**config.mk**
```make
export PLATFORM = sky130hd
export DESIGN_NAME = lsu_mem_align
export DESIGN_NICKNAME = d
export VERILOG_FILES = /design/src/rtl/lsu_mem_align.sv
export SDC_FILE = /design/constraint.sdc
export NUM_CORES = 1
export LEC_CHECK = 0
export BUFFER_PORTS_ARGS = -buffer_cell sky130_fd_sc_hd__buf_2
export CORE_ASPECT_RATIO = 1.75
export CORE_MARGIN = 3
export CORE_UTILIZATION = 43
export CTS_CLUSTER_DIAMETER = 120
export DETAILED_ROUTE_END_ITERATION = 10
export GPL_TIMING_DRIVEN = 0
export PLACE_DENSITY = 0.77
export SLEW_MARGIN = 5
export SYNTH_ARGS = -nofsm -noshare
export SYNTH_HDL_FRONTEND = slang
export SYNTH_SLANG_ARGS = --single-unit
export TNS_END_PERCENT = 30
```
**constraint.sdc**
```tcl
create_clock -name clk -period 2.67 [get_ports clk]
set_input_delay 0.6675 -clock clk [delete_from_list [all_inputs] [get_ports clk]]
set_output_delay 0.6675 -clock clk [all_outputs]
set_load 0.05 [all_outputs]
```
**src/rtl/lsu_mem_align.sv**
```systemverilog
// Load/store alignment stage: turns byte/half/word requests into word-addressed
// lane strobes for data_mem_be and returns aligned, extended load data in order.
module lsu_mem_align #(
  parameter int DM_AW     = 10,
  parameter int DM_DW     = 32,
  parameter int RD_LAT    = 1,
  parameter int MAX_OUTST = 4
) (
  input  logic             clk,
  input  logic             rst_n,
  input  logic             req_vld,
  output logic             req_rdy,
  input  logic             req_we,
  input  logic [1:0]       req_size,
  input  logic             req_signed,
  input  logic [DM_AW-1:0] req_addr,
  input  logic [DM_DW-1:0] req_wdata,
  output logic [3:0]       mem_be,
  output logic [DM_AW-1:0] mem_addr,
  output logic [DM_DW-1:0] mem_wdata,
  output logic             mem_wr_en,
  output logic             mem_rd_en,
  input  logic [DM_DW-1:0] mem_rdata,
  input  logic             mem_rdata_vld,
  output logic             rsp_vld,
  output logic [DM_DW-1:0] rsp_data,
  output logic             align_err,
  output logic             unexp_err
);

  localparam int PW = (MAX_OUTST > 1) ? $clog2(MAX_OUTST) : 1;
  localparam int CW = $clog2(MAX_OUTST + 1);
  localparam int QW = $clog2(RD_LAT + 1);

  localparam logic [1:0] SZ_BYTE = 2'b00;
  localparam logic [1:0] SZ_HALF = 2'b01;
  localparam logic [1:0] SZ_WORD = 2'b10;

  typedef struct packed {
    logic [1:0] off;
    logic [1:0] size;
    logic       sgn;
  } meta_t;

  meta_t             fifo_mem [MAX_OUTST];
  meta_t             push_meta;
  meta_t             head;
  logic [PW-1:0]     wr_ptr;
  logic [PW-1:0]     rd_ptr;
  logic [CW-1:0]     count;
  logic              fifo_full;
  logic              fifo_empty;
  logic              push;
  logic              pop;

  logic              req_err;
  logic              accept;
  logic              issue_wr;
  logic              issue_rd;
  logic [3:0]        lane_be;
  logic [DM_DW-1:0]  lane_wdata;

  logic [QW-1:0]     quiet_cnt;
  logic              quiet;

  logic [DM_DW-1:0]  shifted;
  logic [DM_DW-1:0]  ext_data;

  function automatic logic [PW-1:0] ptr_inc(input logic [PW-1:0] p);
    return (p == PW'(MAX_OUTST - 1)) ? '0 : p + PW'(1);
  endfunction

  // Request handshake: a request transfers on a cycle with req_vld && req_rdy;
  // responses are single-cycle rsp_vld pulses with no backpressure.
  assign fifo_full  = (count == CW'(MAX_OUTST));
  assign fifo_empty = (count == '0);
  assign req_rdy    = !fifo_full || req_we;
  assign accept     = req_vld && req_rdy;

  always_comb begin
    req_err = 1'b0;
    case (req_size)
      SZ_BYTE: req_err = 1'b0;
      SZ_HALF: req_err = req_addr[0];
      SZ_WORD: req_err = |req_addr[1:0];
      default: req_err = 1'b1;
    endcase
  end

  assign issue_wr = accept &&  req_we && !req_err;
  assign issue_rd = accept && !req_we && !req_err;

  always_comb begin
    lane_be    = 4'hF;
    lane_wdata = req_wdata;
    case (req_size)
      SZ_BYTE: begin
        lane_be    = 4'b0001 << req_addr[1:0];
        lane_wdata = {4{req_wdata[7:0]}};
      end
      SZ_HALF: begin
        lane_be    = 4'b0011 << req_addr[1:0];
        lane_wdata = {2{req_wdata[15:0]}};
      end
      default: begin
        lane_be    = 4'hF;
        lane_wdata = req_wdata;
      end
    endcase
    if (!req_we) lane_be = 4'hF;
  end

  assign mem_wr_en = issue_wr;
  assign mem_rd_en = issue_rd;
  assign mem_addr  = {req_addr[DM_AW-1:2], 2'b00};
  assign mem_be    = (issue_wr || issue_rd) ? lane_be : 4'h0;
  assign mem_wdata = issue_wr ? lane_wdata : '0;

  // Read returns during the post-reset quiet window belong to reads issued
  // before reset, so they are ignored rather than matched against new loads.
  assign quiet = (quiet_cnt < QW'(RD_LAT));
  assign push  = issue_rd;
  assign pop   = mem_rdata_vld && !fifo_empty && !quiet;

  always_comb begin
    push_meta      = '0;
    push_meta.off  = req_addr[1:0];
    push_meta.size = req_size;
    push_meta.sgn  = req_signed;
  end

  always_ff @(posedge clk) begin
    if (push) fifo_mem[wr_ptr] <= push_meta;
  end

  always_ff @(posedge clk or negedge rst_n) begin
    if (!rst_n) begin
      wr_ptr <= '0;
      rd_ptr <= '0;
      count  <= '0;
    end else begin
      if (push) wr_ptr <= ptr_inc(wr_ptr);
      if (pop)  rd_ptr <= ptr_inc(rd_ptr);
      case ({push, pop})
        2'b10:   count <= count + CW'(1);
        2'b01:   count <= count - CW'(1);
        default: count <= count;
      endcase
    end
  end

  always_ff @(posedge clk or negedge rst_n) begin
    if (!rst_n) begin
      quiet_cnt <= '0;
    end else if (quiet) begin
      quiet_cnt <= quiet_cnt + QW'(1);
    end
  end

  always_ff @(posedge clk or negedge rst_n) begin
    if (!rst_n) begin
      unexp_err <= 1'b0;
    end else if (mem_rdata_vld && fifo_empty && !quiet) begin
      unexp_err <= 1'b1;
    end
  end

  assign head    = fifo_mem[rd_ptr];
  assign shifted = mem_rdata >> {head.off, 3'b000};

  always_comb begin
    ext_data = shifted;
    case (head.size)
      SZ_BYTE: ext_data = head.sgn ? {{24{shifted[7]}}, shifted[7:0]}
                                   : {24'h0, shifted[7:0]};
      SZ_HALF: ext_data = head.sgn ? {{16{shifted[15]}}, shifted[15:0]}
                                   : {16'h0, shifted[15:0]};
      default: ext_data = shifted;
    endcase
  end

  always_ff @(posedge clk or negedge rst_n) begin
    if (!rst_n) begin
      rsp_vld   <= 1'b0;
      rsp_data  <= '0;
      align_err <= 1'b0;
    end else begin
      rsp_vld   <= pop;
      align_err <= accept && req_err;
      if (pop) rsp_data <= ext_data;
    end
  end

endmodule

```
# == Word level (Yosys, flattened, before mapping) ==
# Memory sizes are Yosys's and may differ from the RTL's.
# Index checks and enable logic that the tools add are counted.
# classes
n_addsub,5
order_cmp,1
reduce_logical,22
shifts,3
muxes,14
n_eq_ne,8
# op_table
op,n
32-bit case mux with 2 select lines,2
32-bit two-way mux,3
32-bit by 5-bit >> shifter with 32-bit output,1
1-bit logical AND,10
"2-bit equality test, second input constant",4
4-bit two-way mux,2
4-bit case mux with 2 select lines,1
"2-bit by 1-bit equality test with 1-bit output, second input constant",3
3-bit case mux with 2 select lines,1
1-bit logical NOT,5
"2-bit by 1-bit adder with 2-bit output, second input constant",2
2-bit logical NOT,2
2-bit two-way mux,2
"1-bit by 2-bit << shifter with 4-bit output, first input constant",1
"2-bit by 2-bit << shifter with 4-bit output, first input constant",1
"3-bit by 1-bit adder with 3-bit output, second input constant",1
"3-bit equality test, second input constant",1
3-bit logical NOT,1
1-bit case mux with 3 select lines,1
"3-bit by 1-bit subtractor with 3-bit output, second input constant",1
1-bit logical OR,2
1-bit two-way mux,2
2-bit nonzero test,1
2-bit OR reduction,1
2 further kinds,2
# totals
ramBits,20
regBits,43
out_inout_bits,84
n_memories,1
# mem_list
name,depth,word_bits,rd,rd_clocked_by_memory_dff,wr,line,source
fifo_mem,4,5,1,0,1,45,meta_t fifo_mem [MAX_OUTST];

# == Depth between registers and ports, before layout ==
# logic_depth
word_depth,8
depth_mapped,11
ltp_nobuf,11

# == Worst setup path before layout ==
# No wires, ideal clock.
# synth_path
path_kind,in2reg
start,input port req_we
end,register count[2]
setup_ps,79
arrival_time_ps,2969
path_slack_ps,-378
cell_stages,10
path_cell_list,or4b_2 -> nand2_1 -> nor3b_2 -> inv_1 -> ha_1 -> inv_1 -> fa_1 -> xor2_1 -> nor2_1 -> xor2_1
# synth_via
elab_chain_cells,6
word_cells_on_any_way,9
classes_between,2 x eq/ne; 1 x mux; 6 x reduce/logical
# synth_rtl
element,line,source
from (decl),13,"input logic req_we,"
1-bit logical OR,77,assign req_rdy = !fifo_full || req_we;
1-bit logical AND,78,assign accept = req_vld && req_rdy;
1-bit logical AND (*) (2 in series),91,assign issue_rd = accept && !req_we && !req_err;
via mem_rd_en,22,"output logic mem_rd_en,"
2-bit by 1-bit equality test with 1-bit output or 2-bit equality test (tied branches),144,"case ({push, pop})"
3-bit case mux with 2 select lines or 2-bit nonzero test (tied branches),--,
to (signal assigned),145,2'b10: count <= count + CW'(1);
to (signal assigned),146,2'b01: count <= count - CW'(1);
to (signal assigned),147,default: count <= count;
to (decl),50,logic [CW-1:0] count;
# The timed path passes the listed nets; every way through them passes the cells marked *.
# A chain may end at the register's enable or synchronous reset.

# == Worst setup path after layout ==
# layout_path
start,input port req_size[1]
end,output port mem_wdata[11]
# layout_via
elab_chain_cells,5
word_cells_on_any_way,8
classes_between,2 x eq/ne; 3 x mux; 3 x reduce/logical
# layout_rtl
element,line,source
from (decl),14,"input logic [1:0] req_size,"
2-bit equality test (tied with other cells),82,case (req_size)
1-bit case mux with 3 select lines,82,
1-bit logical NOT,90,assign issue_wr = accept && req_we && !req_err;
1-bit logical AND,90,
32-bit two-way mux (*),117,assign mem_wdata = issue_wr ? lane_wdata : '0;
to (decl),20,"output logic [DM_DW-1:0] mem_wdata,"
# Mark *: on every way between the ends. The rest lies on a longest branch, timed or not.

==> out/results.tsv <==
metric	value	unit
run_status	finished, final reports clean	
fin_total_pwr	5.41	mW
gp_congestion	0.835	
grt_pass1_vias	3597	
start_kind	primary input	
power_frac_seq	28.2	%
slew_violations	0	
grt_max_degree	44	
port_buffers	155	
cts_tree	yes	
power_density	1070	nW/um^2
leakage	2.53	nW
dp.cells	633	
min_period	2.63	ns
synth_area_leaders	dfrtp_1, edfxtp_1, mux2i_1, nand2_1, nor2_1	
path_clk_slew	0.05	ns
setup_viol	0	
ir_worst_vdd	529	uV
drt_iter0_drc	202	
yosysSeqAreaShare	45.6	%
fp.dieW	75.9	um
cp_top_family	buffers and inverters	
crit_type	primary input to output port	
synthCells	362	
antenna_found_initial	0	
maxCapViolCount	0	
ys_types	45	
final_area	5070	um^2
drive_above_1_share	41.6	%
instances_no_fill	649	
io_pins	166	
finalHoldViolCount	0	
num_antenna_cells	0	
synth-edff-count	20	
vias	3473	
detail-route-antenna-nets	0	
post_synth.cell_area_avg	10.1	um^2
cp.required	2.00	ns
rsz0062_at_grt	yes	
place_area	4620	um^2
coreArea	8310	um^2
multi_input_area	1850	um^2
clkPwrFrac	22.2	%
endpoint_kind	output port	
fp.dieArea	9730	um^2
clock_sinks	63	
timing.final.crit_share	98.5	%
crit_buf_inv	3	
yosysTopAreaCellShare	29.3	%
drt-total-wl	10.5	mm
wl_per_cell	16.2	um
clockBufferDepth	2	
cts_htree_levels	3	
slew_headroom	36.6	%
holdBufCountCts	0	
drc	0	
tightestPinTransition	0.951	ns
ys_warn_count	0	
start_util	44.2	%
synthTopCellsByCount	nand2_1, dfrtp_1, nor2_1	
setup_slack	0.0390	ns
grt_overflow	0	
setup_tns	0	ns
p_sw_share	45.1	%
grt_usage	21.7	%
power_frac_comb	49.6	%
path_max_fanout	10	
drtPass1Iterations	4	
path_cells	buf_2 -> clkbuf_2 -> nor2_2 -> nand2_1 -> a21oi_1 -> clkbuf_4	
dpl_worst_slack	-0.637	ns
cts_buffers	9	
worst_path_max_delay_cell	nor2_2	
hold_path.class	flop to flop	
die_h	128	um
yosysMostFrequentCell	nand2_1	
skew	0.00554	ns
grt_pass1_wl	16.1	mm
synth_area_leader_cell	dfrtp_1	
async_flop_share	68.3	%
ff_latch_area	1680	um^2
insertion_delay	0.32	ns
hpwlAfterDp	8.16	mm
p_switching	2.44	mW
max_stage_delay	0.39	ns
arrival	1.96	ns
cts_root_buf	clkbuf_16	
area_delta_synth_final	38.1	%
synthesis.area	3670	um^2
fin_util	61.0	%
p_int	2.97	mW
max_freq	380	MHz
avgViaCountPerCell	5.35	
fin_nets	618	
fill_cells	686	
ys_seq_elements	63	
fp-row-count	44	
ys.flop_type	dfrtp_1	
worst_hold_slack	0.476	ns
worst paths after layout:
kind | from | end | slack, ns | cells past startpoint
setup reg to reg | count[2]$_DFFE_PN0P_ | count[2]$_DFFE_PN0P_ | 0.12 | 9
setup / recovery | req_size[1] | mem_wdata[11] | 0.04 | 6
min in group asynchronous | rst_n | rsp_data[28]$_DFFE_PN0P_ | 0.49 | 1
hold / removal | rsp_data[0]$_DFFE_PN0P_ | rsp_data[0]$_DFFE_PN0P_ | 0.48 | 2
hold reg to reg | rsp_data[0]$_DFFE_PN0P_ | rsp_data[0]$_DFFE_PN0P_ | 0.48 | 2
max in group asynchronous | rst_n | quiet_cnt$_DFFE_PN0N_ | 1.58 | 1
flip-flops by register name, indices dropped and copies added (netlist names):
register,cells
rsp_data,32
fifo_mem,20
count,3
rd_ptr,2
wr_ptr,2
align_err,1
quiet_cnt,1
rsp_vld,1
unexp_err,1
cells in the final DEF (no fill, tap or decap), types with 2 or more instances in the layout:
| master | instances |
|---|---|
| a21oi_1 | 17 |
| a21oi_2 | 2 |
| a221o_1 | 8 |
| a22oi_1 | 7 |
| and2_1 | 12 |
| buf_1 | 2 |
| buf_2 | 134 |
| buf_4 | 26 |
| buf_6 | 10 |
| bufinv_16 | 2 |
| clkbuf_1 | 7 |
| clkbuf_16 | 9 |
| clkbuf_2 | 3 |
| clkbuf_4 | 6 |
| clkinv_2 | 2 |
| conb_1 | 3 |
| dfrtp_1 | 43 |
| edfxtp_1 | 20 |
| ha_1 | 6 |
| inv_1 | 6 |
| inv_2 | 2 |
| mux2_2 | 9 |
| mux2i_1 | 34 |
| mux4_1 | 2 |
| mux4_2 | 3 |
| nand2_1 | 55 |
| nor2_1 | 37 |
| nor2_2 | 2 |
| nor2b_1 | 4 |
| nor3_1 | 3 |
| o211ai_1 | 15 |
| o21ai_0 | 8 |
| o21bai_1 | 2 |
| o2bb2ai_1 | 8 |
| xnor2_1 | 3 |
| xor2_1 | 2 |
area by class of cell:
| type | count | share of cell area (%) |
|---|---|---|
| Clock buffer | 11 | 4.59 |
| Timing Repair Buffer | 156 | 17.1 |
| Clock inverter | 5 | 1.46 |
| Buffer | 30 | 3.92 |
| Tap cell | 115 | 2.84 |
| Sequential cell | 63 | 33.1 |
| Multi-Input combinational cell | 261 | 36.5 |
| Inverter | 8 | 0.592 |
cell families (layout without fill, tap and decap cells):
| family | Yosys count | count (layout) | synth area share (%) |
|---|---|---|---|
| other cells | 2 | 3 | 0.204 |
| fa+ha+maj | 7 | 7 | 2.59 |
| buf+inv | 39 | 210 | 5.69 |
| mux | 49 | 49 | 15.7 |
| compound gates | 73 | 73 | 14.1 |
| flops | 63 | 63 | 45.6 |
| simple gates | 124 | 124 | 14.9 |
| xor+xnor | 5 | 5 | 1.19 |
metal layers:
layer / GRT usage, % / share of wire [%] / wire length, um / vias to the layer above
met2: 40.6 / 56 / 5890 / 178
met4: 12.6 / 3.9 / 413 / 0
met1: 20.9 / 33 / 3470 / 1648
met3: 3.38 / 6.8 / 712 / 25
li1: - / - / - / 1622
met5: 0 / 0 / 0 / -
tightest hold or removal path, cell delays in order, from the launching register on:
cell     delay (ns)
dfrtp_1        0.33
nand2_1        0.05
nand2_1        0.06
what timing repair did:
action	in CTS	in global routing
pin swaps	0	1
setup endpoints to repair	47	32
gates resized for setup	39	15
setup buffers	0	1
power groups by stage:
stage	clock network (mW)	logic, mW	registers (mW)
2_1_floorplan	0	1.19	2.33
3_3_place_gp	0	2.60	1.52
3_5_place_dp	0	2.65	1.54
4_1_cts	1.23	2.68	1.53
5_1_grt	1.26	2.88	1.56
6_report	1.20	2.68	1.53
Note: power is estimated with default switching activity, not from simulation.
